[config.mk]
export PLATFORM = sky130hd
export DESIGN_NAME = pfx_scan_pipe
export DESIGN_NICKNAME = d
export VERILOG_FILES = /design/src/rtl/pfx_pkg.sv /design/src/rtl/pfx_stage.sv /design/src/rtl/pfx_scan_pipe.sv
export SDC_FILE = /design/constraint.sdc
export NUM_CORES = 1
export LEC_CHECK = 0
export CAP_MARGIN = 20
export CORE_AREA = 2 2 198 200
export DETAILED_ROUTE_END_ITERATION = 8
export DIE_AREA = 0 0 200 202
export PLACE_DENSITY = 0.81
export SLEW_MARGIN = 20
export SYNTH_ARGS = -nofsm -noshare
export SYNTH_HDL_FRONTEND = slang
export SYNTH_SLANG_ARGS = --single-unit
[constraint.sdc]
create_clock -name clk -period 5.05 [get_ports clk]
set_input_delay 1.515 -clock clk [delete_from_list [all_inputs] [get_ports clk]]
set_output_delay 1.515 -clock clk [all_outputs]
set_load 0.01 [all_outputs]
[src/rtl/pfx_pkg.sv]
// Shared definitions for the prefix-scan pipeline.
//   MODE_INCL / MODE_EXCL : scan mode encoding carried with each beat.
//   clog2()               : ceiling log2 for elaboration-time sizing.
//   sat_add()             : unsigned add at a run-time width w (w < ADD_MAXW),
//                           returning {overflow, result}; result clamps to
//                           2^w-1 when sat is set, otherwise wraps modulo 2^w.
package pfx_pkg;

   localparam logic MODE_INCL = 1'b0;
   localparam logic MODE_EXCL = 1'b1;

   localparam int ADD_MAXW = 64;

   function automatic int clog2(input int v);
      int r;
      r = 0;
      for (int i = 0; i < 31; i++) begin
         if ((1 << i) < v) r = i + 1;
      end
      return r;
   endfunction

   // Operands must already fit in w bits; the overflow flag is the carry
   // out of bit w-1.
   function automatic logic [ADD_MAXW:0] sat_add(input logic [ADD_MAXW-1:0] a,
                                                 input logic [ADD_MAXW-1:0] b,
                                                 input int w,
                                                 input bit sat);
      logic [ADD_MAXW:0] full;
      logic [ADD_MAXW:0] maxv;
      logic [ADD_MAXW:0] res;
      logic              ovf;
      full = {1'b0, a} + {1'b0, b};
      maxv = ({{ADD_MAXW{1'b0}}, 1'b1} << w) - 1'b1;
      ovf  = (full > maxv);
      if (!ovf)     res = full;
      else if (sat) res = maxv;
      else          res = full & maxv;
      return {ovf, res[ADD_MAXW-1:0]};
   endfunction

endpackage

[src/rtl/pfx_stage.sv]
// One Kogge-Stone level of the in-beat prefix sum.
//   Element i (i >= D) becomes x[i] + x[i-D]; lower elements pass through.
//   Ports: clk, rst_n (async, active-low), en (pipeline advance),
//          vld/mode/last/ovf sideband in/out travelling with the beat,
//          vec_in/vec_out packed OWIDTH-bit elements.
//   Sideband state is reset; the element data register is not.
module pfx_stage
   import pfx_pkg::*;
#(
   parameter int OWIDTH = 16,
   parameter int V_LEN  = 8,
   parameter int SAT    = 0,
   parameter int D      = 1
) (
   input  logic                      clk,
   input  logic                      rst_n,
   input  logic                      en,
   input  logic                      vld_in,
   input  logic                      mode_in,
   input  logic                      last_in,
   input  logic                      ovf_in,
   input  logic [OWIDTH*V_LEN-1:0]   vec_in,
   output logic                      vld_out,
   output logic                      mode_out,
   output logic                      last_out,
   output logic                      ovf_out,
   output logic [OWIDTH*V_LEN-1:0]   vec_out
);

   logic                    vld_d,  vld_q;
   logic                    mode_d, mode_q;
   logic                    last_d, last_q;
   logic                    ovf_d,  ovf_q;
   logic [OWIDTH*V_LEN-1:0] vec_d,  vec_q;

   always_comb begin
      logic [ADD_MAXW:0] r;
      int                j;
      vld_d  = vld_q;
      mode_d = mode_q;
      last_d = last_q;
      ovf_d  = ovf_q;
      vec_d  = vec_q;
      r      = '0;
      j      = 0;
      if (en) begin
         vld_d  = vld_in;
         mode_d = mode_in;
         last_d = last_in;
         ovf_d  = ovf_in;
         for (int i = 0; i < V_LEN; i++) begin
            if (i >= D) begin
               j = i - D;
               r = sat_add(ADD_MAXW'(vec_in[i*OWIDTH +: OWIDTH]),
                           ADD_MAXW'(vec_in[j*OWIDTH +: OWIDTH]),
                           OWIDTH, SAT != 0);
               vec_d[i*OWIDTH +: OWIDTH] = r[OWIDTH-1:0];
               ovf_d = ovf_d | r[ADD_MAXW];
            end else begin
               vec_d[i*OWIDTH +: OWIDTH] = vec_in[i*OWIDTH +: OWIDTH];
            end
         end
      end
   end

   always_ff @(posedge clk or negedge rst_n) begin
      if (!rst_n) begin
         vld_q  <= 1'b0;
         mode_q <= 1'b0;
         last_q <= 1'b0;
         ovf_q  <= 1'b0;
      end else begin
         vld_q  <= vld_d;
         mode_q <= mode_d;
         last_q <= last_d;
         ovf_q  <= ovf_d;
      end
   end

   always_ff @(posedge clk) begin
      vec_q <= vec_d;
   end

   assign vld_out  = vld_q;
   assign mode_out = mode_q;
   assign last_out = last_q;
   assign ovf_out  = ovf_q;
   assign vec_out  = vec_q;

endmodule

[src/rtl/pfx_scan_pipe.sv]
// Pipelined packet prefix scan over V_LEN unsigned elements per beat.
//   log2(V_LEN) Kogge-Stone levels build the in-beat prefix sums, then a
//   carry-add stage folds in the running packet carry (inclusive or
//   exclusive per beat) and advances the carry by the beat total.
//   Ports: clk, rst_n (async, active-low);
//          valid_in/ready_in, ivec, mode_in, last_in : input beat;
//          valid_out/ready_out, ovec, last_out, ovf_out : output beat.
//   The whole pipe stalls together: ready_in = !valid_out || ready_out.
module pfx_scan_pipe
   import pfx_pkg::*;
#(
   parameter int IWIDTH = 8,
   parameter int OWIDTH = 16,
   parameter int V_LEN  = 8,
   parameter int SAT    = 0
) (
   input  logic                     clk,
   input  logic                     rst_n,
   input  logic                     valid_in,
   output logic                     ready_in,
   input  logic [IWIDTH*V_LEN-1:0]  ivec,
   input  logic                     mode_in,
   input  logic                     last_in,
   output logic                     valid_out,
   input  logic                     ready_out,
   output logic [OWIDTH*V_LEN-1:0]  ovec,
   output logic                     last_out,
   output logic                     ovf_out
);

   localparam int NLVL = clog2(V_LEN);

   logic                    en;
   logic [OWIDTH*V_LEN-1:0] ks_vec  [NLVL+1];
   logic                    ks_vld  [NLVL+1];
   logic                    ks_mode [NLVL+1];
   logic                    ks_last [NLVL+1];
   logic                    ks_ovf  [NLVL+1];

   assign en       = !valid_out || ready_out;
   assign ready_in = en;

   // Level 0: zero-extend the input elements to the output width.
   for (genvar i = 0; i < V_LEN; i++) begin : g_ext
      assign ks_vec[0][i*OWIDTH +: OWIDTH] = OWIDTH'(ivec[i*IWIDTH +: IWIDTH]);
   end
   assign ks_vld[0]  = valid_in;
   assign ks_mode[0] = mode_in;
   assign ks_last[0] = last_in;
   assign ks_ovf[0]  = 1'b0;

   for (genvar k = 0; k < NLVL; k++) begin : g_lvl
      pfx_stage #(
         .OWIDTH (OWIDTH),
         .V_LEN  (V_LEN),
         .SAT    (SAT),
         .D      (1 << k)
      ) u_stage (
         .clk      (clk),
         .rst_n    (rst_n),
         .en       (en),
         .vld_in   (ks_vld[k]),
         .mode_in  (ks_mode[k]),
         .last_in  (ks_last[k]),
         .ovf_in   (ks_ovf[k]),
         .vec_in   (ks_vec[k]),
         .vld_out  (ks_vld[k+1]),
         .mode_out (ks_mode[k+1]),
         .last_out (ks_last[k+1]),
         .ovf_out  (ks_ovf[k+1]),
         .vec_out  (ks_vec[k+1])
      );
   end

   // Carry-add stage.
   logic                    vo_d,    vo_q;
   logic                    last_d,  last_q;
   logic                    ovf_d,   ovf_q;
   logic [OWIDTH*V_LEN-1:0] ovec_d,  ovec_q;
   logic [OWIDTH-1:0]       carry_d, carry_q;
   logic [ADD_MAXW:0]       add_r [V_LEN];

   // add_r[i] = carry + s[i]; the exclusive result for element i is
   // add_r[i-1], and add_r[V_LEN-1] is also the next carry.
   always_comb begin
      for (int i = 0; i < V_LEN; i++) begin
         add_r[i] = sat_add(ADD_MAXW'(carry_q),
                            ADD_MAXW'(ks_vec[NLVL][i*OWIDTH +: OWIDTH]),
                            OWIDTH, SAT != 0);
      end
   end

   always_comb begin
      logic any_ovf;
      vo_d    = vo_q;
      last_d  = last_q;
      ovf_d   = ovf_q;
      ovec_d  = ovec_q;
      carry_d = carry_q;
      any_ovf = 1'b0;
      for (int i = 0; i < V_LEN; i++) begin
         any_ovf = any_ovf | add_r[i][ADD_MAXW];
      end
      if (en) begin
         vo_d   = ks_vld[NLVL];
         last_d = ks_last[NLVL];
         ovf_d  = ks_ovf[NLVL] | any_ovf;
         for (int i = 0; i < V_LEN; i++) begin
            if (ks_mode[NLVL] == MODE_EXCL) begin
               if (i == 0) ovec_d[i*OWIDTH +: OWIDTH] = carry_q;
               else        ovec_d[i*OWIDTH +: OWIDTH] = add_r[i-1][OWIDTH-1:0];
            end else begin
               ovec_d[i*OWIDTH +: OWIDTH] = add_r[i][OWIDTH-1:0];
            end
         end
         // The carry advances as the beat is captured here, so a beat
         // following back-to-back already sees the updated value.
         if (ks_vld[NLVL]) begin
            carry_d = ks_last[NLVL] ? '0 : add_r[V_LEN-1][OWIDTH-1:0];
         end
      end
   end

   always_ff @(posedge clk or negedge rst_n) begin
      if (!rst_n) begin
         vo_q    <= 1'b0;
         last_q  <= 1'b0;
         ovf_q   <= 1'b0;
         carry_q <= '0;
      end else begin
         vo_q    <= vo_d;
         last_q  <= last_d;
         ovf_q   <= ovf_d;
         carry_q <= carry_d;
      end
   end

   always_ff @(posedge clk) begin
      ovec_q <= ovec_d;
   end

   assign valid_out = vo_q;
   assign last_out  = last_q;
   assign ovf_out   = ovf_q;
   assign ovec      = ovec_q;

endmodule
# After elaboration in Yosys (flattened, before gate mapping)
# Cells that the tools add are included.
# word_totals
regBits,519
input_bits,70
wordCells,120
# op_classes
n_addsub,25
order_cmp,25
n_mux,23
n_bitwise,24
reduce_logical,3
# ops
op,count
$gt 65x16->1 const B,17
$add 16x16->17,15
$mux 16,9
$gt 17x16->1 const B,8
$add 8x8->9,7
$add 16x8->17,3
$or 1x1->1,24
$mux 1,14
$reduce_and 2->1,1
$logic_not 1->1,1
$logic_or 1x1->1,1

# Logic depth before layout (Yosys ltp)
# Gate-level depths: netlist of the first run.
# logic_depth
depth_word,14
depth_mapped,10
depth_no_buf,10

# By module
# Synthesis of the first run repeated with hierarchy kept, for this count alone.
# unflattened
hier_cells,3114
hier_area_um2,35182.5
# by_module_without_submodules
mod,n_inst,cells_each,area_each_um2,seq_area_each_um2
pfx_scan_pipe,1,1111,11367.2,4319.1
pfx_stage (g_lvl[0].u_stage),1,825,8976.1,3943.8
pfx_stage (g_lvl[1].u_stage),1,668,8030.2,3943.8
pfx_stage (g_lvl[2].u_stage),1,510,6809.0,3943.8

# Worst setup path before layout of the first run
# Ideal clock, no wire load.
# synth_path
path_kind,input to output
from,input ready_out
to,output ready_in
arrival_ns,3.290
required_time_ns,3.535
setup_slack_ns,0.245
cell_stages,3
cell_sequence,nand2b_1 -> buf_6 -> clkbuf_8
# synth_via
elab_chain_len,1
# synth_rtl
item,line,rtl
start: declaration,pfx_scan_pipe.sv:25,"input logic ready_out,"
$logic_or 1x1->1,pfx_scan_pipe.sv:40,assign en = !valid_out || ready_out;
end: declaration,pfx_scan_pipe.sv:20,"output logic ready_in,"
# No other way between the ends.

# Worst setup path in the final report of the first run
# Same ends and word-level chain as after synthesis.

==> results.md, run 1 <==
* Sw Ratio at 39.0%
* Peak Freq at ~0.24 GHz
* Min cycle time layout at 4.22 ns
* Share of post-route cells with drive strength above 1 at between 7 and 8%
* GR Overflow Total at 0
* Die Y at between 200 and 250 µm
* Post-CTS Resized at 0
* Starting Density at roughly 60%
* Status: complete, no violations
* TritonCTS clock tree: yes
* Synth Register Bits at between 300 and 400
* Peak VDD IR at roughly 290 µV
* Postcts setup bufs at 0
* Pint at about 12000 µW
* CTS Sinks at between 300 and 400
* Clk root buf: clkbuf_16
* N_diodes at 0
* Largest net degree at the start of global routing at ~210
* Antenna violations before repair at 0
* Final Setup Violations at 0
* Top cell type's share of synthesized area at 48.0%
* Routed vias at approximately 15000
* CTS Buf Count at 40
* Core box area at ~38000 µm²
* Min-delay worst type: register to register
* Total Power at 19000 µW
* Post-synthesis sequential area ratio at about half
* DP HPWL at 39900 µm
* Worst Clk Skew at between 0.015 and 0.02 ns
* Layout area overhead at 17.2%
* Fin. Hold Viols at 0
* Pwr dens at approximately 730 nW/µm²
* Worst Tran Pin Value at approximately 1.1 ns
* Full die area at slightly above 40000 µm²
* Global-route wire length before repair at approximately 80000 µm
* Post-Place Setup Slack at approximately 0.78 ns
* Slew Viols, Final at 0
* Most common cell in the netlist: edfxtp_1
* Most frequent cells after synthesis: edfxtp_1, ha_1, nand2_1
* Clock latency on the worst-skew pair at around 0.54 ns
* Total Routing Usage GR at roughly a quarter
* Post-CTS Hold Fix Bufs at 0
* Mean Syn Cell Area at around 12 µm²
* # IOs at 202
* Critical Path Source Type: input port
* Period utilisation layout at around 84%
* Post-route ant nets at 0
* Worst Path Arrival at ~2.7 ns
* GP Congestion at 0.927
* Switching pwr at ~7400 µW
* Main synth FF type: edfxtp_1
* Post-synth EDFFs at ~360
* DR DRC count at 0
* LEAKAGE at approximately 0.011 µW
* WL/cell at between 15 and 20 µm
* Clk pin slew, worst setup/hold paths at 0.06 ns
* Crit path max fanout at 2
* Largest area contributor in the netlist: edfxtp_1
* Dominant cells by area after synthesis: edfxtp_1, ha_1, xnor2_1
* Worst setup EP type: output pin
* 1st-iter DRT viols at 945
* Die W at about 200 µm
* Vias in the first global route at 15200
* Clock network power share at 15.2%
* Slew HR at 27.8%
* Synth Warn # at 0
* Async SR Flop Fraction at ~7.3%
* CTS max path bufs at 3
* Post-Syn Nets at about 2200
* Max-cap violations at 0
* Cell variety after synth at around 80
* Nets at roughly 2400
* Vias per cell at between 5 and 6
* H-tree depth at 2
* RSZ-0062 raised after global routing: false
* Synth Instances at approximately 1900
* Routed wire length at about 50000 µm
* Cell Rows at a little over 70
* Critical path type: input port to output pin
* WP data required at between 3 and 4 ns
* Cell Area, Synth at between 20000 and 25000 µm²
* Combinational power share at between 50% and 60%
* Sequential share of power at approximately a third
* Total Negative Setup Slacks at 0 ns
* DRT Pass-1 Iters at 5
* Final WS setup at 0.832 ns
* Input/output buffers at 201
==> registers in the layout, summed over array words and instances, names as in the netlist, 3 cells and up <==
signal,flops
g_lvl.u_stage.vec_out,229
g_lvl.u_stage.last_out,3
ovec,128
g_lvl.u_stage.mode_out,3
carry_q,16
g_lvl.u_stage.vld_out,3
==> cells by family after synthesis <==
family	count (synthesis)	synth area share [%]
compound gates	445	12.8
flops	385	51.2
simple gates	370	7.50
fa+ha+maj	252	15.0
xor+xnor	207	8.12
buf+inv	141	2.63
mux	58	2.87
==> placed cells by master, fill, tap and decap left out, types with 7 or more instances in the layout <==
cell             netlist  routed
edfxtp_1             357     357
ha_1                 227     227
clkdlybuf4s50_1        0     201
nand2_1              131     131
a21oi_1              128     128
xnor2_1              125     125
o21ai_0              117     117
nor2_1               117     117
inv_1                105     105
xor2_1                82      82
a21o_1                58      58
mux2_2                49      49
clkbuf_16              0      41
dfrtp_1               28      27
nor2b_1               25      25
fa_1                  25      25
nor3_1                23      23
o21bai_1              20      20
nand3_1               20      20
o21a_1                20      20
nand2b_1              21      20
a21boi_0              13      13
a211oi_1              13      13
mux2i_1                9       9
clkbuf_1              21       9
o21ai_1                8       8
a31oi_1                7       7
o211ai_1               7       7
==> layout make-up <==
| class | count | area (µm²) |
|---|---|---|
| Clock buffer | 52 | 1090 |
| Clock inverter | 21 | 200 |
| Fill cell | 2707 | 12100 |
| Inverter | 106 | 398 |
| Multi-Input combinational cell | 1332 | 10300 |
| Sequential cell | 385 | 11400 |
| Tap cell | 518 | 648 |
| Timing Repair Buffer | 208 | 2090 |
==> layer usage <==
layer	routed length (µm)	share of wire, %	GRT usage (%)	up-vias
li1	-	-	-	7217
met1	21600	42	33.7	7003
met2	24900	48	44.3	503
met3	2850	5.6	3.19	101
met4	1920	3.7	10.1	0
met5	0	0	0	-
==> critical path, cell delays in order <==
cell and delay [ns]:
clkdlybuf4s50_1 0.46, nand2b_4 0.13, clkdlybuf4s50_1 0.60
==> worst paths after layout <==
check | from | endpoint | slack (ns) | depth (start not counted)
setup / recovery | ready_out | ready_in | 0.83 | 3
hold / removal | g_lvl[0].u_stage.vec_out[0] | g_lvl[1].u_stage.vec_out[0] | 0.46 | 0
setup reg to reg | carry_q[1] | ovec[75] | 1.51 | 7
hold reg to reg | g_lvl[0].u_stage.vec_out[0] | g_lvl[1].u_stage.vec_out[0] | 0.46 | 0
max in group asynchronous | rst_n | g_lvl[2].u_stage.mode_out | 3.16 | 2
min in group asynchronous | rst_n | g_lvl[0].u_stage.last_out | 1.28 | 1
==> power groups by stage <==
stage / Combinational [µW] / Clock, µW / Sequential, µW
CTS: 9570 / 2930 / 6540
detailed placement: 9470 / 0 / 6600
finish: 9580 / 2890 / 6540
global route: 10600 / 3040 / 6680
global placement: 9220 / 0 / 6560
floorplan: 6290 / 0 / 6460
==> stage by stage <==
step / util (%) / cells / instance area [µm²] / hold WS (ns)
after floorplan: - / 1858 / 22300 / 0.433
after global placement: 65.0 / 2549 / 24900 / 0.439
after detailed placement: 65.0 / 2549 / 24900 / 0.443
after CTS: 68.4 / 2622 / 26200 / 0.454
after global routing: 68.4 / 2622 / 26200 / 0.468
final: 68.4 / 2622 / 26200 / 0.456
(Power assumes the default switching activity.)
==> run 2: changes to the inputs <==
--- a/config.mk
+++ b/config.mk
@@ -6,10 +6,10 @@
 export NUM_CORES = 1
 export LEC_CHECK = 0
 export CAP_MARGIN = 20
-export CORE_AREA = 2 2 198 200
+export CORE_AREA = 2 2 209 211
 export DETAILED_ROUTE_END_ITERATION = 8
-export DIE_AREA = 0 0 200 202
-export PLACE_DENSITY = 0.81
+export DIE_AREA = 0 0 211 213
+export PLACE_DENSITY = 0.77
 export SLEW_MARGIN = 20
 export SYNTH_ARGS = -nofsm -noshare
 export SYNTH_HDL_FRONTEND = slang
==> constraint.sdc (replaced) <==
create_clock -name clk -period 3.55 [get_ports clk]
set_input_delay 1.065 -clock clk [delete_from_list [all_inputs] [get_ports clk]]
set_output_delay 1.065 -clock clk [all_outputs]
set_load 0.01 [all_outputs]
==> results.md, run 2 (same netlist as run 1, synthesis figures left out) <==
* Crit path max fanout at 2
* # IOs at 202
* Cell Rows at 76
* R2R Setup Slk at roughly 0.33 ns
* CP most frequent cell: clkdlybuf4s50_1
* FF+latch area at between 10000 and 15000 µm²
* Sw Ratio at about 39%
* Post-Place Setup Slack at around 0.067 ns
* DP HPWL at approximately 42000 µm
* Hold path cells at 0
* Postcts setup bufs at 0
* Design area at 26500 µm²
* RR Endpoint: ovec[124]
* Max-cap violations at 0
* Vias per cell at around 5.6
* Clk root buf: clkbuf_16
* Commonest cells after routing, fill and taps aside: edfxtp_1, ha_1, clkdlybuf4s50_1, nand2_1, a21oi_1
* CTS max path bufs at 3
* Vias in the first global route at ~15000
* DRT Pass-1 Iters at 5
* Max reg flops at approximately 230
* FF-to-FF path depth at 9
* RSZ-0062 raised after global routing: false
* CTS Sinks at roughly 390
* Critical Path Source Type: input port
* Full die area at roughly 45000 µm²
* Post-CTS Hold Fix Bufs at 0
* Clk pin slew, worst setup/hold paths at about 0.060 ns
* Switching pwr at ~11000 µW
* Worst setup EP type: output pin
* GR Overflow Total at 0
* Period utilisation layout at around 93%
* Max stage delay on crit path at 0.55 ns
* TritonCTS clock tree: yes
* Total Negative Setup Slacks at 0 ns
* Post-route ant nets at 0
* Min-delay worst type: register to register
* Util after Layout at between 60% and 70%
* Critical path buffers and inverters at 2
* Input/output buffers at about 200
* Global-route wire length before repair at around 82000 µm
* Clock network power share at 16.2%
* Die Y at ~210 µm
* Share of post-route cells with drive strength above 1 at slightly below 8%
* GP Congestion at roughly 0.91
* Hold path startpoint: g_lvl[1].u_stage.vec_out[0]
* Nets at around 2400
* Clock latency on the worst-skew pair at ~0.57 ns
* Worst Clk Skew at ~0.017 ns
* Pwr dens at between 1000 and 1500 nW/µm²
* N_diodes at 0
* Worst r2r src: carry_q[1]
* Die W at 211 µm
* Routed vias at about 15000
* Status: complete, no violations
* Placed cell area at roughly 25000 µm²
* Largest delay share family, worst path: buffers and inverters
* CTS Buf Count at 42
* Combinational power share at between 50% and 60%
* Final Setup Violations at 0
* Routed wire length at approximately 53000 µm
* Slew HR at between 40% and 50%
* WL/cell at slightly below 20 µm
* Slowest cell on crit path: clkdlybuf4s50_1
* Slew Viols, Final at 0
* Fin. Hold Viols at 0
* # fillers at 3291
* Starting Density at 52.3%
* Layout area overhead at 18.5%
* Core box area at 42700 µm²
* Crit path cell chain: clkdlybuf4s50_1, nand2b_4, clkdlybuf4s50_1
* Sequential share of power at 33.8%
* DR DRC count at 0
* 1st-iter DRT viols at 1000
* Worst Path Arrival at around 2.2 ns
* Pint at 16800 µW
* Antenna violations before repair at 0
* WP data required at between 2 and 2.5 ns
* Leading cell type in the layout, fill and taps excluded: edfxtp_1
* Post-CTS Resized at 0
* H-tree depth at 2
* Min cycle time layout at approximately 3.3 ns
* Critical path type: input port to output pin
* Total Routing Usage GR at 24.1%
* Hold Path End: g_lvl[2].u_stage.vec_out[0]
* Peak Freq at 0.302 GHz
* Final WS setup at around 0.24 ns
* Largest net degree at the start of global routing at 125
* Area of the multi-input gates at a little over 10000 µm²
* Peak VDD IR at 426 µV
* LEAKAGE at 0.0109 µW
* Worst Tran Pin Value at approximately 0.8 ns
## run 2: cell count changes in the layout (fill, tap and decap cells not counted), sizes merged
cell and change:
inv -2, buf +15, clkbuf +1, clkinvlp -1, clkinv +5, bufinv +2
## run 2: power by group through the flow
stage                     Combinational (µW)  Clock (µW)  Sequential, µW
final                                  13800        4460            9310
after global routing                   15200        4690            9520
after detailed placement               13700           0            9420
after CTS                              13800        4540            9330
after floorplan                         8950           0            9160
after global placement                 13300           0            9360
## run 2: layout make-up
type                            count  share of cell area [%]
Multi-Input combinational cell   1332                    39.0
Sequential cell                   385                    43.2
Tap cell                          546                    2.58
Clock inverter                     25                    1.07
Clock buffer                       53                    4.28
Timing Repair Buffer              223                    8.37
Inverter                          106                    1.50
## run 2: routing by layer
metal | part of all wire [%] | global-route usage [%] | up-vias | wire length (µm)
met5 | 0 | 0 | - | 0
met4 | 3.1 | 8.57 | 0 | 1650
met3 | 4.4 | 2.62 | 92 | 2350
met2 | 49 | 42.1 | 405 | 26100
met1 | 43 | 31.2 | 7079 | 23000
li1 | - | - | 7258 | -
## run 2: metrics by stage
stage / power (µW) / hold slack, ns / cells
after floorplan: 18100 / 0.433 / 1858
after global placement: 22700 / 0.437 / 2592
after detailed placement: 23100 / 0.445 / 2592
after CTS: 27700 / 0.458 / 2670
after global routing: 29500 / 0.468 / 2670
final: 27600 / 0.457 / 2670
## run 2: worst max path at each step
stage,from,end,slack [ns],depth (start not counted)
6_report,ready_out,ready_in,0.24,3
5_1_grt,carry_q[1],ovec[77],0.13,9
4_1_cts,ready_out,ready_in,0.22,3
3_5_place_dp,ivec[8],g_lvl[0].u_stage.vec_out[40],0.07,11
3_3_place_gp,ivec[16],g_lvl[0].u_stage.vec_out[40],0.09,11
2_1_floorplan,ready_out,ready_in,0.22,3
